### src/rtl/dpic_mem_initiator_if.sv
// Request/response and memory-strobe bundle for dpic_mem_initiator.
//   req_*  : load/store request from the LSU (valid/ready)
//   resp_* : formatted load data / refusal back to the LSU (valid/ready)
//   mem_*  : single-cycle read/write strobes to the DPI-C memory responder
// Modports:
//   master : the initiator (accepts requests, drives the memory strobes)
//   slave  : the environment (LSU and memory responder)
interface dpic_mem_initiator_if #(
  parameter int ADDR_W = 64,
  parameter int DATA_W = 64
);
  logic              req_valid;
  logic              req_ready;
  logic [ADDR_W-1:0] req_addr;
  logic              req_we;
  logic [1:0]        req_size;
  logic              req_unsigned;
  logic [DATA_W-1:0] req_wdata;

  logic              resp_valid;
  logic              resp_ready;
  logic [DATA_W-1:0] resp_rdata;
  logic              resp_err;

  logic              mem_rd_en;
  logic [ADDR_W-1:0] mem_rd_addr;
  logic [DATA_W-1:0] mem_rd_data;
  logic              mem_we_en;
  logic [ADDR_W-1:0] mem_we_addr;
  logic [DATA_W-1:0] mem_we_data;
  logic [7:0]        mem_we_mask;

  modport master (
    input  req_valid, req_addr, req_we, req_size, req_unsigned, req_wdata,
    input  resp_ready, mem_rd_data,
    output req_ready, resp_valid, resp_rdata, resp_err,
    output mem_rd_en, mem_rd_addr, mem_we_en, mem_we_addr, mem_we_data, mem_we_mask
  );

  modport slave (
    output req_valid, req_addr, req_we, req_size, req_unsigned, req_wdata,
    output resp_ready, mem_rd_data,
    input  req_ready, resp_valid, resp_rdata, resp_err,
    input  mem_rd_en, mem_rd_addr, mem_we_en, mem_we_addr, mem_we_data, mem_we_mask
  );
endinterface

### src/rtl/dpic_mem_initiator.sv
// Requesting side of the simulation memory port.
// Turns one LSU load/store request into a single-cycle read or write strobe on
// the DPI-C memory responder, formats load data (sign/zero extension) and
// returns it on a valid/ready response channel. Misaligned requests can be
// refused without touching memory. Completed reads/writes are counted.
// Ports:
//   clock, reset  : system clock, synchronous active-high reset
//   bus (master)  : req_*/resp_* LSU handshake and mem_* responder strobes
//   perf_rd_cnt   : completed reads (wraps at 2^32)
//   perf_wr_cnt   : completed writes (wraps at 2^32)
module dpic_mem_initiator #(
  parameter int ADDR_W      = 64,
  parameter int DATA_W      = 64,
  parameter bit CHECK_ALIGN = 1'b1
) (
  input  logic                  clock,
  input  logic                  reset,
  dpic_mem_initiator_if.master  bus,
  output logic [31:0]           perf_rd_cnt,
  output logic [31:0]           perf_wr_cnt
);

  typedef enum logic [1:0] {
    IDLE,
    ACCESS,
    RESP
  } state_t;

  state_t state_q, state_d;

  logic       we_q, we_d;
  logic [1:0] size_q, size_d;
  logic       uns_q, uns_d;

  logic              resp_valid_q, resp_valid_d;
  logic              resp_err_q, resp_err_d;
  logic [DATA_W-1:0] resp_rdata_q, resp_rdata_d;

  logic              mem_rd_en_q, mem_rd_en_d;
  logic [ADDR_W-1:0] mem_rd_addr_q, mem_rd_addr_d;
  logic              mem_we_en_q, mem_we_en_d;
  logic [ADDR_W-1:0] mem_we_addr_q, mem_we_addr_d;
  logic [DATA_W-1:0] mem_we_data_q, mem_we_data_d;
  logic [7:0]        mem_we_mask_q, mem_we_mask_d;

  logic              rd_inc, wr_inc;
  logic [2:0]        align_mask;
  logic              misaligned;
  logic [7:0]        size_byte_mask;
  logic              sext;
  logic [DATA_W-1:0] load_ext;

  // Alignment check and byte mask for the incoming request.
  always_comb begin
    align_mask     = 3'b000;
    size_byte_mask = 8'h01;
    unique case (bus.req_size)
      2'd0: begin align_mask = 3'b000; size_byte_mask = 8'h01; end
      2'd1: begin align_mask = 3'b001; size_byte_mask = 8'h03; end
      2'd2: begin align_mask = 3'b011; size_byte_mask = 8'h0F; end
      default: begin align_mask = 3'b111; size_byte_mask = 8'hFF; end
    endcase
    misaligned = |(bus.req_addr[2:0] & align_mask);
  end

  // Load formatting from the responder's same-cycle read data.
  always_comb begin
    sext     = ~uns_q;
    load_ext = '0;
    unique case (size_q)
      2'd0: load_ext = {{56{sext & bus.mem_rd_data[7]}},  bus.mem_rd_data[7:0]};
      2'd1: load_ext = {{48{sext & bus.mem_rd_data[15]}}, bus.mem_rd_data[15:0]};
      2'd2: load_ext = {{32{sext & bus.mem_rd_data[31]}}, bus.mem_rd_data[31:0]};
      default: load_ext = bus.mem_rd_data;
    endcase
  end

  always_comb begin
    state_d      = state_q;
    we_d         = we_q;
    size_d       = size_q;
    uns_d        = uns_q;
    resp_valid_d = resp_valid_q;
    resp_err_d   = resp_err_q;
    resp_rdata_d = resp_rdata_q;
    // Memory-side registers fall back to zero every cycle, so a strobe set on
    // acceptance lives for exactly the one ACCESS cycle and never repeats.
    mem_rd_en_d   = 1'b0;
    mem_rd_addr_d = '0;
    mem_we_en_d   = 1'b0;
    mem_we_addr_d = '0;
    mem_we_data_d = '0;
    mem_we_mask_d = '0;
    rd_inc        = 1'b0;
    wr_inc        = 1'b0;

    unique case (state_q)
      IDLE: begin
        if (bus.req_valid) begin
          we_d   = bus.req_we;
          size_d = bus.req_size;
          uns_d  = bus.req_unsigned;
          if (CHECK_ALIGN && misaligned) begin
            state_d      = RESP;
            resp_valid_d = 1'b1;
            resp_err_d   = 1'b1;
            resp_rdata_d = '0;
          end else begin
            state_d = ACCESS;
            if (bus.req_we) begin
              mem_we_en_d   = 1'b1;
              mem_we_addr_d = bus.req_addr;
              mem_we_data_d = bus.req_wdata;
              mem_we_mask_d = size_byte_mask;
            end else begin
              mem_rd_en_d   = 1'b1;
              mem_rd_addr_d = bus.req_addr;
            end
          end
        end
      end
      ACCESS: begin
        state_d      = RESP;
        resp_valid_d = 1'b1;
        resp_err_d   = 1'b0;
        resp_rdata_d = we_q ? '0 : load_ext;
        rd_inc       = ~we_q;
        wr_inc       = we_q;
      end
      RESP: begin
        if (bus.resp_ready) begin
          state_d      = IDLE;
          resp_valid_d = 1'b0;
        end
      end
      default: state_d = IDLE;
    endcase
  end

  always_ff @(posedge clock) begin
    if (reset) begin
      state_q       <= IDLE;
      we_q          <= 1'b0;
      size_q        <= '0;
      uns_q         <= 1'b0;
      resp_valid_q  <= 1'b0;
      resp_err_q    <= 1'b0;
      resp_rdata_q  <= '0;
      mem_rd_en_q   <= 1'b0;
      mem_rd_addr_q <= '0;
      mem_we_en_q   <= 1'b0;
      mem_we_addr_q <= '0;
      mem_we_data_q <= '0;
      mem_we_mask_q <= '0;
      perf_rd_cnt   <= '0;
      perf_wr_cnt   <= '0;
    end else begin
      state_q       <= state_d;
      we_q          <= we_d;
      size_q        <= size_d;
      uns_q         <= uns_d;
      resp_valid_q  <= resp_valid_d;
      resp_err_q    <= resp_err_d;
      resp_rdata_q  <= resp_rdata_d;
      mem_rd_en_q   <= mem_rd_en_d;
      mem_rd_addr_q <= mem_rd_addr_d;
      mem_we_en_q   <= mem_we_en_d;
      mem_we_addr_q <= mem_we_addr_d;
      mem_we_data_q <= mem_we_data_d;
      mem_we_mask_q <= mem_we_mask_d;
      perf_rd_cnt   <= perf_rd_cnt + 32'(rd_inc);
      perf_wr_cnt   <= perf_wr_cnt + 32'(wr_inc);
    end
  end

  assign bus.req_ready   = (state_q == IDLE);
  assign bus.resp_valid  = resp_valid_q;
  assign bus.resp_err    = resp_err_q;
  assign bus.resp_rdata  = resp_rdata_q;
  assign bus.mem_rd_en   = mem_rd_en_q;
  assign bus.mem_rd_addr = mem_rd_addr_q;
  assign bus.mem_we_en   = mem_we_en_q;
  assign bus.mem_we_addr = mem_we_addr_q;
  assign bus.mem_we_data = mem_we_data_q;
  assign bus.mem_we_mask = mem_we_mask_q;

endmodule

### src/flat_wrapper.sv
// flat-port wrapper written by rule: the top's interface ports become plain ports
module dpic_mem_initiator_flat 
#(
  parameter int ADDR_W      = 64,
  parameter int DATA_W      = 64,
  parameter bit CHECK_ALIGN = 1'b1
)
  (clock, reset, perf_rd_cnt, perf_wr_cnt, bus_req_valid, bus_req_addr, bus_req_we, bus_req_size, bus_req_unsigned, bus_req_wdata, bus_resp_ready, bus_mem_rd_data, bus_req_ready, bus_resp_valid, bus_resp_rdata, bus_resp_err, bus_mem_rd_en, bus_mem_rd_addr, bus_mem_we_en, bus_mem_we_addr, bus_mem_we_data, bus_mem_we_mask);
  dpic_mem_initiator_if #(.ADDR_W(ADDR_W), .DATA_W(DATA_W)) bus_i ();
  input  logic clock;
  input  logic reset;
  output logic [31:0] perf_rd_cnt;
  output logic [31:0] perf_wr_cnt;
  input wire logic [$bits(bus_i.req_valid)-1:0] bus_req_valid;
  input wire logic [$bits(bus_i.req_addr)-1:0] bus_req_addr;
  input wire logic [$bits(bus_i.req_we)-1:0] bus_req_we;
  input wire logic [$bits(bus_i.req_size)-1:0] bus_req_size;
  input wire logic [$bits(bus_i.req_unsigned)-1:0] bus_req_unsigned;
  input wire logic [$bits(bus_i.req_wdata)-1:0] bus_req_wdata;
  input wire logic [$bits(bus_i.resp_ready)-1:0] bus_resp_ready;
  input wire logic [$bits(bus_i.mem_rd_data)-1:0] bus_mem_rd_data;
  output wire logic [$bits(bus_i.req_ready)-1:0] bus_req_ready;
  output wire logic [$bits(bus_i.resp_valid)-1:0] bus_resp_valid;
  output wire logic [$bits(bus_i.resp_rdata)-1:0] bus_resp_rdata;
  output wire logic [$bits(bus_i.resp_err)-1:0] bus_resp_err;
  output wire logic [$bits(bus_i.mem_rd_en)-1:0] bus_mem_rd_en;
  output wire logic [$bits(bus_i.mem_rd_addr)-1:0] bus_mem_rd_addr;
  output wire logic [$bits(bus_i.mem_we_en)-1:0] bus_mem_we_en;
  output wire logic [$bits(bus_i.mem_we_addr)-1:0] bus_mem_we_addr;
  output wire logic [$bits(bus_i.mem_we_data)-1:0] bus_mem_we_data;
  output wire logic [$bits(bus_i.mem_we_mask)-1:0] bus_mem_we_mask;
  assign bus_i.req_valid = bus_req_valid;
  assign bus_i.req_addr = bus_req_addr;
  assign bus_i.req_we = bus_req_we;
  assign bus_i.req_size = bus_req_size;
  assign bus_i.req_unsigned = bus_req_unsigned;
  assign bus_i.req_wdata = bus_req_wdata;
  assign bus_i.resp_ready = bus_resp_ready;
  assign bus_i.mem_rd_data = bus_mem_rd_data;
  assign bus_req_ready = bus_i.req_ready;
  assign bus_resp_valid = bus_i.resp_valid;
  assign bus_resp_rdata = bus_i.resp_rdata;
  assign bus_resp_err = bus_i.resp_err;
  assign bus_mem_rd_en = bus_i.mem_rd_en;
  assign bus_mem_rd_addr = bus_i.mem_rd_addr;
  assign bus_mem_we_en = bus_i.mem_we_en;
  assign bus_mem_we_addr = bus_i.mem_we_addr;
  assign bus_mem_we_data = bus_i.mem_we_data;
  assign bus_mem_we_mask = bus_i.mem_we_mask;
  dpic_mem_initiator #(.ADDR_W(ADDR_W), .DATA_W(DATA_W), .CHECK_ALIGN(CHECK_ALIGN)) u_core (.clock(clock), .reset(reset), .bus(bus_i), .perf_rd_cnt(perf_rd_cnt), .perf_wr_cnt(perf_wr_cnt));
endmodule
### config.mk
export PLATFORM = sky130hd
export DESIGN_NAME = dpic_mem_initiator_flat
export DESIGN_NICKNAME = d
export VERILOG_FILES = /design/src/rtl/dpic_mem_initiator_if.sv /design/src/rtl/dpic_mem_initiator.sv /design/src/flat_wrapper.sv
export SDC_FILE = /design/constraint.sdc
export NUM_CORES = 1
export LEC_CHECK = 0
export ABC_AREA = 0
export BUFFER_PORTS_ARGS = -buffer_cell sky130_fd_sc_hd__clkbuf_2
export CORE_AREA = 2 2 208 210
export CTS_CLUSTER_DIAMETER = 120
export DETAILED_ROUTE_END_ITERATION = 10
export DIE_AREA = 0 0 210 212
export PLACE_DENSITY = 0.6
export SLEW_MARGIN = 40
export SYNTH_ARGS = -nofsm -noshare
export SYNTH_HDL_FRONTEND = slang
export SYNTH_SLANG_ARGS = --single-unit
### constraint.sdc
create_clock -name clock -period 3.8 [get_ports clock]
set_clock_uncertainty 0.2 [all_clocks]
set_input_delay 0.57 -clock clock [delete_from_list [all_inputs] [get_ports clock]]
set_output_delay 0.57 -clock clock [all_outputs]
set_load 0.05 [all_outputs]
==> results of run 1 <==
==> power breakdown <==
part	switching (mW)	internal (mW)	total [mW]
sequential	0.0442	3.58	3.63
clock	1.46	2.33	3.79
combinational	0.549	0.258	0.807
==> sequential cells by signal, indices dropped and copies added (netlist names) <==
signal and flops:
u_core.bus.mem_rd_addr 64, u_core.bus.mem_we_addr 64, u_core.bus.mem_we_data 64, u_core.bus.resp_rdata 64, u_core.perf_rd_cnt 32, u_core.perf_wr_cnt 32, u_core.bus.mem_we_mask 4, u_core.size_q 2
u_core.state_q 2, u_core.bus.mem_rd_en 1, u_core.bus.mem_we_en 1, u_core.bus.resp_err 1, u_core.bus.resp_valid 1, u_core.uns_q 1, u_core.we_q 1
==> final cells by class <==
class	count	area [µm²]
fillers	4245	26400
flip-flops and latches	334	6690
multi-input cells	640	4170
repair buffers	589	3220
clock buffers	58	1130
well taps	546	683
clock inverters	12	183
inverters	20	75.1
diodes	1	2.50
==> cells in the mapped netlist (10+ instances only) <==
cell / n
o31ai_1: 10
or3_1: 16
nand2_1: 40
or2_2: 33
clkbuf_1: 51
o21ai_0: 16
xnor2_1: 10
dfxtp_1: 334
nor2b_1: 20
and2_1: 197
a21oi_1: 46
a22o_1: 49
mux2_1: 13
nand4_1: 18
nor3_1: 17
nor2_1: 44
o2bb2ai_1: 15
inv_1: 20
or4_1: 14
xor2_1: 13
nand3_1: 14
==> metal layers <==
metal | part of all wire (%) | GRT usage [%]
met4 | 2.4 | 5.48
met3 | 8.7 | 6.20
met5 | 0 | 0
met1 | 40 | 17.2
met2 | 49 | 27.3
==> worst max-delay path, cell delays in order, from the launching register on <==
cell	delay, ns
dfxtp_1	0.32
inv_1	0.08
ha_1	0.28
and2_1	0.28
ha_1	0.22
ha_1	0.21
nand2_1	0.12
or4_1	0.80
or4_1	0.58
a21oi_1	0.16
==> worst paths after layout <==
check,from,to,slack [ns]
max,u_core.state_q[1],u_core.perf_wr_cnt[22],0.49
min,bus_req_wdata[30],u_core.bus.mem_we_data[30],0.04
max reg2reg,u_core.state_q[1],u_core.perf_wr_cnt[22],0.49
min reg2reg,u_core.bus.resp_rdata[17],u_core.bus.resp_rdata[17],0.26
==> cells by family after synthesis <==
family / after synthesis / share of synthesized area (%)
AND/OR/NAND/NOR: 439 / 22.9
flip-flops: 334 / 60.0
AO/OA/AOI/OAI: 153 / 9.61
buffers and inverters: 85 / 3.07
XOR/XNOR: 23 / 1.81
multiplexers: 17 / 1.71
adder cells (fa/ha/maj): 8 / 0.899
==> per-stage QoR <==
| step | std cells | hold WS, ns | setup WS (ns) |
|---|---|---|---|
| 5_1_grt | 2200 | 0.0110 | 0.248 |
| 3_3_place_gp | 2082 | 0.247 | 0.600 |
| 3_5_place_dp | 2082 | 0.247 | 0.505 |
| 6_report | 2200 | 0.0373 | 0.487 |
| 2_1_floorplan | 1059 | 0.245 | 1.07 |
| 4_1_cts | 2199 | 0.000156 | 0.462 |
==> qor.txt, run 1 <==
Number of post-CTS setup repair buffers: 0
DRC Markers: 0
Vias: 9,566
Worst-path fanout max: 16
PD cells: 509 nW/µm²
Reported max-cap violation count: 0
Yosys cell types: 44
Largest net degree at the start of global routing: 133
First-pass GRT wire length: 54.3 mm
Reg2reg path depth: 9
Die W: 210 µm
Die area: 44,500 µm²
Final net count: 1,831
Critical Path End Type: flip-flop
Initial DRC Count: 393
Layout cells sized above 1: 39.1%
WS Path Type: flip-flop to flip-flop
Max Clock Freq: 302 MHz
Arrival @ worst endpoint: 3.57 ns
Routed len/inst: 16.4 µm
Yosys top cell by area: dfxtp_1
Seq/Total Area, Yosys: 60.0%
Clk root buf: clkbuf_16
Final Hold Fails: 0
Grt ovf: 0
Top FF cell, synth: dfxtp_1
Number of flops mapped to enable cells by yosys: 0
Startpoint types: flip-flop
Vias per inst: 4.35
Top Ports: 533
GRT Overall Usage: 15.6%
Vert. Die Dim: 212 µm
Ys Warns: 0
H-tree depth: 2
WHS Path Cells: 2
Post-layout util: 38.0%
Antenna Nets Post-Route: 0
Worst-Skew Late Latency: 0.55 ns
RSZ-0062 raised after global routing: no
Post-cts sizing count: 0
Slew HR: 48.6%
Setup_tns: 0 ns
Final setup vio count: 0
Placed Area: 14,400 µm²
Synth top area share: 60.0%
Critical path data required time: 4.05 ns
Clock slew at reported path FFs: 0.06 ns
DP HPWL: 26.8 mm
Post-Syn Area: 11,100 µm²
Peak VDD IR: 0.000421 V
Cts hold-fix bufs: 47
Area contributors post-synth: dfxtp_1, and2_1, a22o_1, a21oi_1, or2_2
Total wire length: 36.0 mm
Avg Cell Area, Syn: 10.5 µm²
Power Total: 8.22 mW
Worst-Margin Slew: 0.771 ns
Area delta synth->final: 45.0%
Core Footprint: 42,500 µm²
Post-Syn Instances: 1,059
Final worst path period share: 87.2%
CTS tree: done
Most frequent cells in the layout: clkbuf_2, dfxtp_1, and2_1, a22o_1, dlygate4sd3_1
Leak pwr: 7.45 nW
First-pass iteration count of the detailed router: 5
Placer Congestion: 0.825
Clk buf depth: 3
Clock Sinks: 334
FFs w/ async S/R, synth: 0%
Initial antenna violation count: 4
Most common cell after layout, fill and taps aside: clkbuf_2
Port buffer count: 532
Clock period minus final worst setup slack: 3.31 ns
#FFs+latches synth: 334
Hold/Removal Path Class: input port to flip-flop
Initial Util: 26.2%
Final Max Slew Viols: 0
Vias in the first global route: 9,637
Final instance area: 16,200 µm²
Num rows: 76
Num CTS Buffers: 38
Net count after synthesis: 1,267
Status: finished clean
(Power assumes the default switching activity.)
==> inputs of run 2 (changes only) <==
clock period = 3.2 ns   (was 3.8 ns; I/O delays follow)
==> run 2 against run 1 <==
- critical path depth unchanged
- die area unchanged
- flip-flop and latch count did not move
- highest routed layer unchanged
- largest power group unchanged
- via count is 4.2% higher
- utilization rose by 2.3 points
- non-clock buffer count increased by 99
- critical path type unchanged
- clock-buffer cell count shrank 4
- clock power rose by 15%
- sequential power up 19%
- wire length increased by 3.5%
- global-route usage grew 0.49 points
==> qor.txt, run 2 (synthesis results as in run 1) <==
R2r endpoint: u_core.perf_wr_cnt[22]
Clk pwr share: 44.7% (-1.4 points)
Crit-path slowest cell: or4_4
Clk buf depth: 3 (unchanged)
Vias: 9,969 (+4.2%)
First-pass iteration count of the detailed router: 4 (-1)
Vert. Die Dim: 212 µm (unchanged)
Delay-heaviest family, CP: simple AND/OR/NAND/NOR gates
Final net count: 1,930 (+5.4%)
Final worst path period share: 93.2% (+6.0 points)
Clock Sinks: 334 (unchanged)
Clock slew at reported path FFs: 0.06 ns (about the same)
Top Ports: 533 (unchanged)
RSZ-0062 raised after global routing: no
Min-delay src: bus_mem_rd_data[41]
Grt ovf: 0 (unchanged)
Most common cell after layout, fill and taps aside: clkbuf_2
WS Path Type: flip-flop to flip-flop
DP HPWL: 26.6 mm (-0.85%)
Placed Area: 14,400 µm² (+0.17%)
Slew HR: 45.9% (-2.7 points)
Reported max-cap violation count: 0 (unchanged)
Reg2reg setup slack: 0.22 ns (-0.27 ns)
Clock period minus final worst setup slack: 2.98 ns (-0.331 ns)
Num CTS Buffers: 38 (unchanged)
Hold Path End: u_core.bus.resp_rdata[41]
Clk root buf: clkbuf_16
Final Max Slew Viols: 0 (unchanged)
Max Clock Freq: 335 MHz (+11%)
Total wire length: 37.3 mm (+3.5%)
Worst-Margin Slew: 0.811 ns (+0.0403 ns)
Initial DRC Count: 427 (+8.7%)
Setup_tns: 0 ns (unchanged)
Internal power: 7.24 mW (+17%)
Initial antenna violation count: 5 (+1)
PD cells: 567 nW/µm² (+11%)
DRC Markers: 0 (unchanged)
Switching share of power: 25.5% (+0.51 points)
First-pass GRT wire length: 56.2 mm (+3.5%)
Largest net degree at the start of global routing: 133 (unchanged)
Die area: 44,500 µm² (unchanged)
Peak VDD IR: 0.000392 V (-6.9%)
GRT Overall Usage: 16.1% (+0.49 points)
Crit-path cells: inv_1 > ha_1 > and2_1 > ha_1 > ha_1 > nand2_1 > or4_4 > or4_1 > a21oi_1
Antenna Nets Post-Route: 0 (unchanged)
Final setup vio count: 0 (unchanged)
Comb pwr share: 11.0% (+1.2 points)
Critical path data required time: 3.45 ns (-0.60 ns)
Reg2reg path depth: 9 (unchanged)
Status: finished clean
R2r startpoint: u_core.state_q[1]
Num rows: 76 (unchanged)
Worst-Skew Late Latency: 0.54 ns (about the same)
H-tree depth: 2 (unchanged)
Area delta synth->final: 53.8%
CP bufs+invs: 1 (unchanged)
WHS Path Cells: 3 (+1)
Sw Pwr: 2.48 mW (+21%)
Layout cells sized above 1: 37.3% (-1.8 points)
Core Footprint: 42,500 µm² (unchanged)
CTS tree: done
Port buffer count: 532 (unchanged)
Sequential Power Share: 44.3% (+0.2 points)
Die W: 210 µm (unchanged)
Final instance area: 17,100 µm² (+6.1%)
Leak pwr: 7.86 nW (+5.5%)
Worst-path fanout max: 16 (unchanged)
Routed len/inst: 16.2 µm (-0.79%)
Largest stage delay, worst path: 0.65 ns (-0.15 ns)
Startpoint types: flip-flop
Vias per inst: 4.34 (-0.14%)
Most frequent cells in the layout: clkbuf_2, dfxtp_1, and2_1, dlygate4sd3_1, a22o_1
Placer Congestion: 0.834 (+1.1%)
Critical Path End Type: flip-flop
Crit-path most repeated cell: ha_1
Vias in the first global route: 10,000 (+4.2%)
Number of post-CTS setup repair buffers: 0 (unchanged)
Arrival @ worst endpoint: 3.24 ns (-0.33 ns)
Filler Cell Count: 4,080 (-3.9%)
Initial Util: 26.2% (unchanged)
Final Hold Fails: 0 (unchanged)
Hold/Removal Path Class: input port to flip-flop
==> run 2: final cells by class <==
| cell class | instances | area (µm²) | share of cell area [%] |
|---|---|---|---|
| sequential | 334 | 6690 | 39.0 |
| timing repair buffer | 688 | 4240 | 24.7 |
| multi-input combinational | 640 | 4170 | 24.4 |
| clock buffer | 54 | 1150 | 6.72 |
| tap | 546 | 683 | 3.99 |
| clock inverter | 13 | 121 | 0.708 |
| inverter | 20 | 75.1 | 0.438 |
| antenna | 1 | 2.50 | 0.0146 |
==> run 2: worst register-to-register path, stage by stage (launching register included) <==
cell and delay, ns:
dfxtp_1 0.32, inv_1 0.09, ha_1 0.16, and2_1 0.23, ha_1 0.22, ha_1 0.22, nand2_1 0.13, or4_4 0.65
or4_1 0.54, a21oi_1 0.15
==> run 2: metrics by stage <==
step / util, % / hold slack (ns) / worst slack (ns) / power [mW] / std cells
6_report: 40.3 / 0.0327 / 0.218 / 9.72 / 2296
5_1_grt: 40.3 / 0.0222 / 0.0179 / 10.1 / 2296
4_1_cts: 40.3 / 0.000438 / 0.0623 / 9.84 / 2295
3_5_place_dp: 33.8 / 0.250 / 0.0768 / 5.32 / 2082
3_3_place_gp: 33.8 / 0.245 / 0.154 / 5.30 / 2082
2_1_floorplan: - / 0.245 / 0.473 / 4.97 / 1059
==> run 2: worst max-delay path by stage <==
stage | startpoint | end | slack (ns) | cells past startpoint
after detailed placement | u_core.state_q[1] | u_core.perf_wr_cnt[24] | 0.08 | 9
after CTS | u_core.state_q[1] | u_core.perf_wr_cnt[22] | 0.06 | 9
final | u_core.state_q[1] | u_core.perf_wr_cnt[22] | 0.22 | 9
after floorplan | u_core.state_q[1] | u_core.perf_wr_cnt[20] | 0.47 | 10
after global placement | u_core.state_q[1] | u_core.perf_wr_cnt[24] | 0.15 | 9
after global routing | u_core.state_q[1] | u_core.perf_wr_cnt[24] | 0.02 | 9
==> run 2: power groups by stage <==
| stage | Combinational (mW) | Clock [mW] | Sequential (mW) |
|---|---|---|---|
| after floorplan | 0.287 | 0 | 4.69 |
| after global placement | 0.907 | 0 | 4.40 |
| after detailed placement | 0.920 | 0 | 4.40 |
| after CTS | 1.07 | 4.46 | 4.31 |
| after global routing | 1.14 | 4.63 | 4.32 |
| final | 1.07 | 4.34 | 4.31 |
==> run 2: metal layers <==
layer | vias to the layer above | share of wire (%) | track usage (%)
li1 | 4885 | - | -
met1 | 4670 | 40 | 18.0
met2 | 355 | 50 | 28.5
met3 | 59 | 8.0 | 5.41
met4 | 0 | 2.4 | 5.82
met5 | - | 0 | 0
==> run 2: what timing repair did <==
action | CTS | global route
hold endpoints to repair | 207 | 0
endpoints found under the setup margin | 0 | 6
resized for setup | 0 | 1
hold buffers | 146 | 0
==> inputs of run 3 (changes only) <==
CORE_AREA = default   (was 2 2 208 210)
CORE_ASPECT_RATIO = 1.75   (was default)
CORE_MARGIN = 2   (was default)
CORE_UTILIZATION = 25   (was default)
DIE_AREA = default   (was 0 0 210 212)
PLACE_DENSITY = 0.57   (was 0.6)
==> run 3 against run 2 <==
- final cell count is 0.48% higher
- register-to-register slack hardly changed
- sequential power hardly changed
- clock power is 3% lower
- setup slack better by 0.0022 ns
- largest power group is now sequential cells
- critical path depth stayed put
- die area is 4.1% higher
- fmax hardly changed
- combinational power hardly changed
- flip-flop and latch count stayed put
- final area is 0.72% lower
- highest routed layer is now met5
==> qor.txt, run 3 (synthesis results as in run 1) <==
Status: finished clean
Grt ovf: 0 (unchanged)
CTS tree: done
Area of the multi-input gates: 4160 µm² (-0.27%)
Initial antenna violation count: 2 (-3)
Final worst path period share: 93.1% (about the same)
Final Max Slew Viols: 0 (unchanged)
Final net count: 1,921 (-0.47%)
First-pass iteration count of the detailed router: 4 (unchanged)
Crit-path cells: inv_1 > ha_1 > and2_1 > ha_1 > ha_1 > nand2_1 > or4_1 > or4_1 > a21oi_1
DP HPWL: 27.7 mm (+4.2%)
Reported max-cap violation count: 0 (unchanged)
Area delta synth->final: 52.7%
Worst-Margin Slew: 0.730 ns (-0.0807 ns)
Placer Congestion: 0.884 (+6.0%)
Initial DRC Count: 341 (-20%)
Most common cell after layout, fill and taps aside: clkbuf_2
Max Clock Freq: 336 MHz (about the same)
DRC Markers: 0 (unchanged)
Peak VDD IR: 0.000427 V (+9.0%)
Startpoint types: flip-flop
Num rows: 102 (+34%)
Final Hold Fails: 0 (unchanged)
WS Path Type: flip-flop to flip-flop
Leak pwr: 7.79 nW (-0.89%)
Crit-path most repeated cell: ha_1
Initial Util: 25.2% (-0.98 points)
CP bufs+invs: 1 (unchanged)
Clk buf depth: 3 (unchanged)
Most frequent cells in the layout: clkbuf_2, dfxtp_1, and2_1, dlygate4sd3_1, a22o_1
Clk root buf: clkbuf_16
Total wire length: 37.5 mm (+0.64%)
Delay-heaviest family, CP: simple AND/OR/NAND/NOR gates
GRT Overall Usage: 15.6% (-0.49 points)
Number of post-CTS setup repair buffers: 0 (unchanged)
Clock period minus final worst setup slack: 2.98 ns (-0.00220 ns)
Critical Path End Type: flip-flop
Die W: 164 µm (-22%)
Clock Sinks: 334 (unchanged)
Largest net degree at the start of global routing: 86 (-35%)
H-tree depth: 2 (unchanged)
Die area: 46,300 µm² (+4.1%)
Routed len/inst: 16.3 µm (+0.16%)
Filler Cell Count: 4,397 (+7.8%)
Crit-path slowest cell: or4_1
Core Footprint: 44,200 µm² (+3.9%)
First-pass GRT wire length: 56.9 mm (+1.3%)
Top Ports: 533 (unchanged)
RSZ-0062 raised after global routing: no
Port buffer count: 532 (unchanged)
PD cells: 564 nW/µm² (-0.63%)
Largest stage delay, worst path: 0.70 ns (+0.05 ns)
Arrival @ worst endpoint: 3.21 ns (-0.03 ns)
Post-layout util: 38.5% (-1.8 points)
Antenna Nets Post-Route: 0 (unchanged)
Register area: 6690 µm² (unchanged)
Hold/Removal Path Class: input port to flip-flop
Final setup vio count: 0 (unchanged)
Num CTS Buffers: 34 (-11%)
Setup_tns: 0 ns (unchanged)
Vert. Die Dim: 283 µm (+34%)
Slew HR: 51.0% (+5.1 points)
Vias in the first global route: 10,400 (+4.0%)
Worst-Skew Late Latency: 0.52 ns (-0.02 ns)
Clock slew at reported path FFs: 0.06 ns (about the same)
Layout cells sized above 1: 37.0% (-0.25 points)
Worst-path fanout max: 9 (-7)
Vias per inst: 4.34 (about the same)
Vias: 10,000 (+0.51%)
Critical path data required time: 3.43 ns (-0.02 ns)
-- run 3: worst min-delay path: stages --
cell and delay [ns]:
clkbuf_2 0.07, a21oi_1 0.05, o2bb2ai_1 0.11
-- run 3: layer usage --
layer / track usage, % / wire (µm)
met5: 0 / 22
met4: 8.86 / 2090
met3: 5.04 / 3170
met2: 28.5 / 19200
met1: 15.1 / 13100
-- run 3: final timing paths --
kind / from / to / slack, ns / depth (start not counted)
setup / recovery: u_core.state_q[1] / u_core.perf_wr_cnt[26] / 0.22 / 9
hold reg to reg: u_core.bus.resp_rdata[17] / u_core.bus.resp_rdata[17] / 0.26 / 1
setup reg to reg: u_core.state_q[1] / u_core.perf_wr_cnt[26] / 0.22 / 9
hold / removal: bus_mem_rd_data[30] / u_core.bus.resp_rdata[30] / 0.03 / 3
-- run 3: timing repair --
item / CTS / global route
hold buffers: 137 / 0
resized for setup: 0 / 0
hold endpoints to repair: 192 / 0
-- run 3: final cells by class --
class	count	share of cell area [%]
Timing Repair Buffer	683	24.7
Clock buffer	42	5.42
Antenna cell	1	0.0147
Inverter	20	0.441
Multi-Input combinational cell	640	24.5
Tap cell	572	4.21
Clock inverter	15	1.41
Sequential cell	334	39.3
-- run 3: stage by stage --
step	hold slack, ns	cells	cell area (µm²)	total power [mW]	worst slack, ns
2_1_floorplan	0.245	1059	11100	4.97	0.473
3_3_place_gp	0.246	2112	14500	5.32	0.279
3_5_place_dp	0.247	2112	14500	5.33	0.226
4_1_cts	0.00174	2306	17000	9.72	0.188
5_1_grt	0.0215	2306	17000	9.94	0.0191
6_report	0.0322	2307	17000	9.59	0.220
-- run 3: report_power, final --
| part | switching, mW | internal [mW] |
|---|---|---|
| Combinational | 0.678 | 0.390 |
| Sequential | 0.0501 | 4.25 |
| Clock | 1.68 | 2.54 |
| Total | 2.40 | 7.18 |
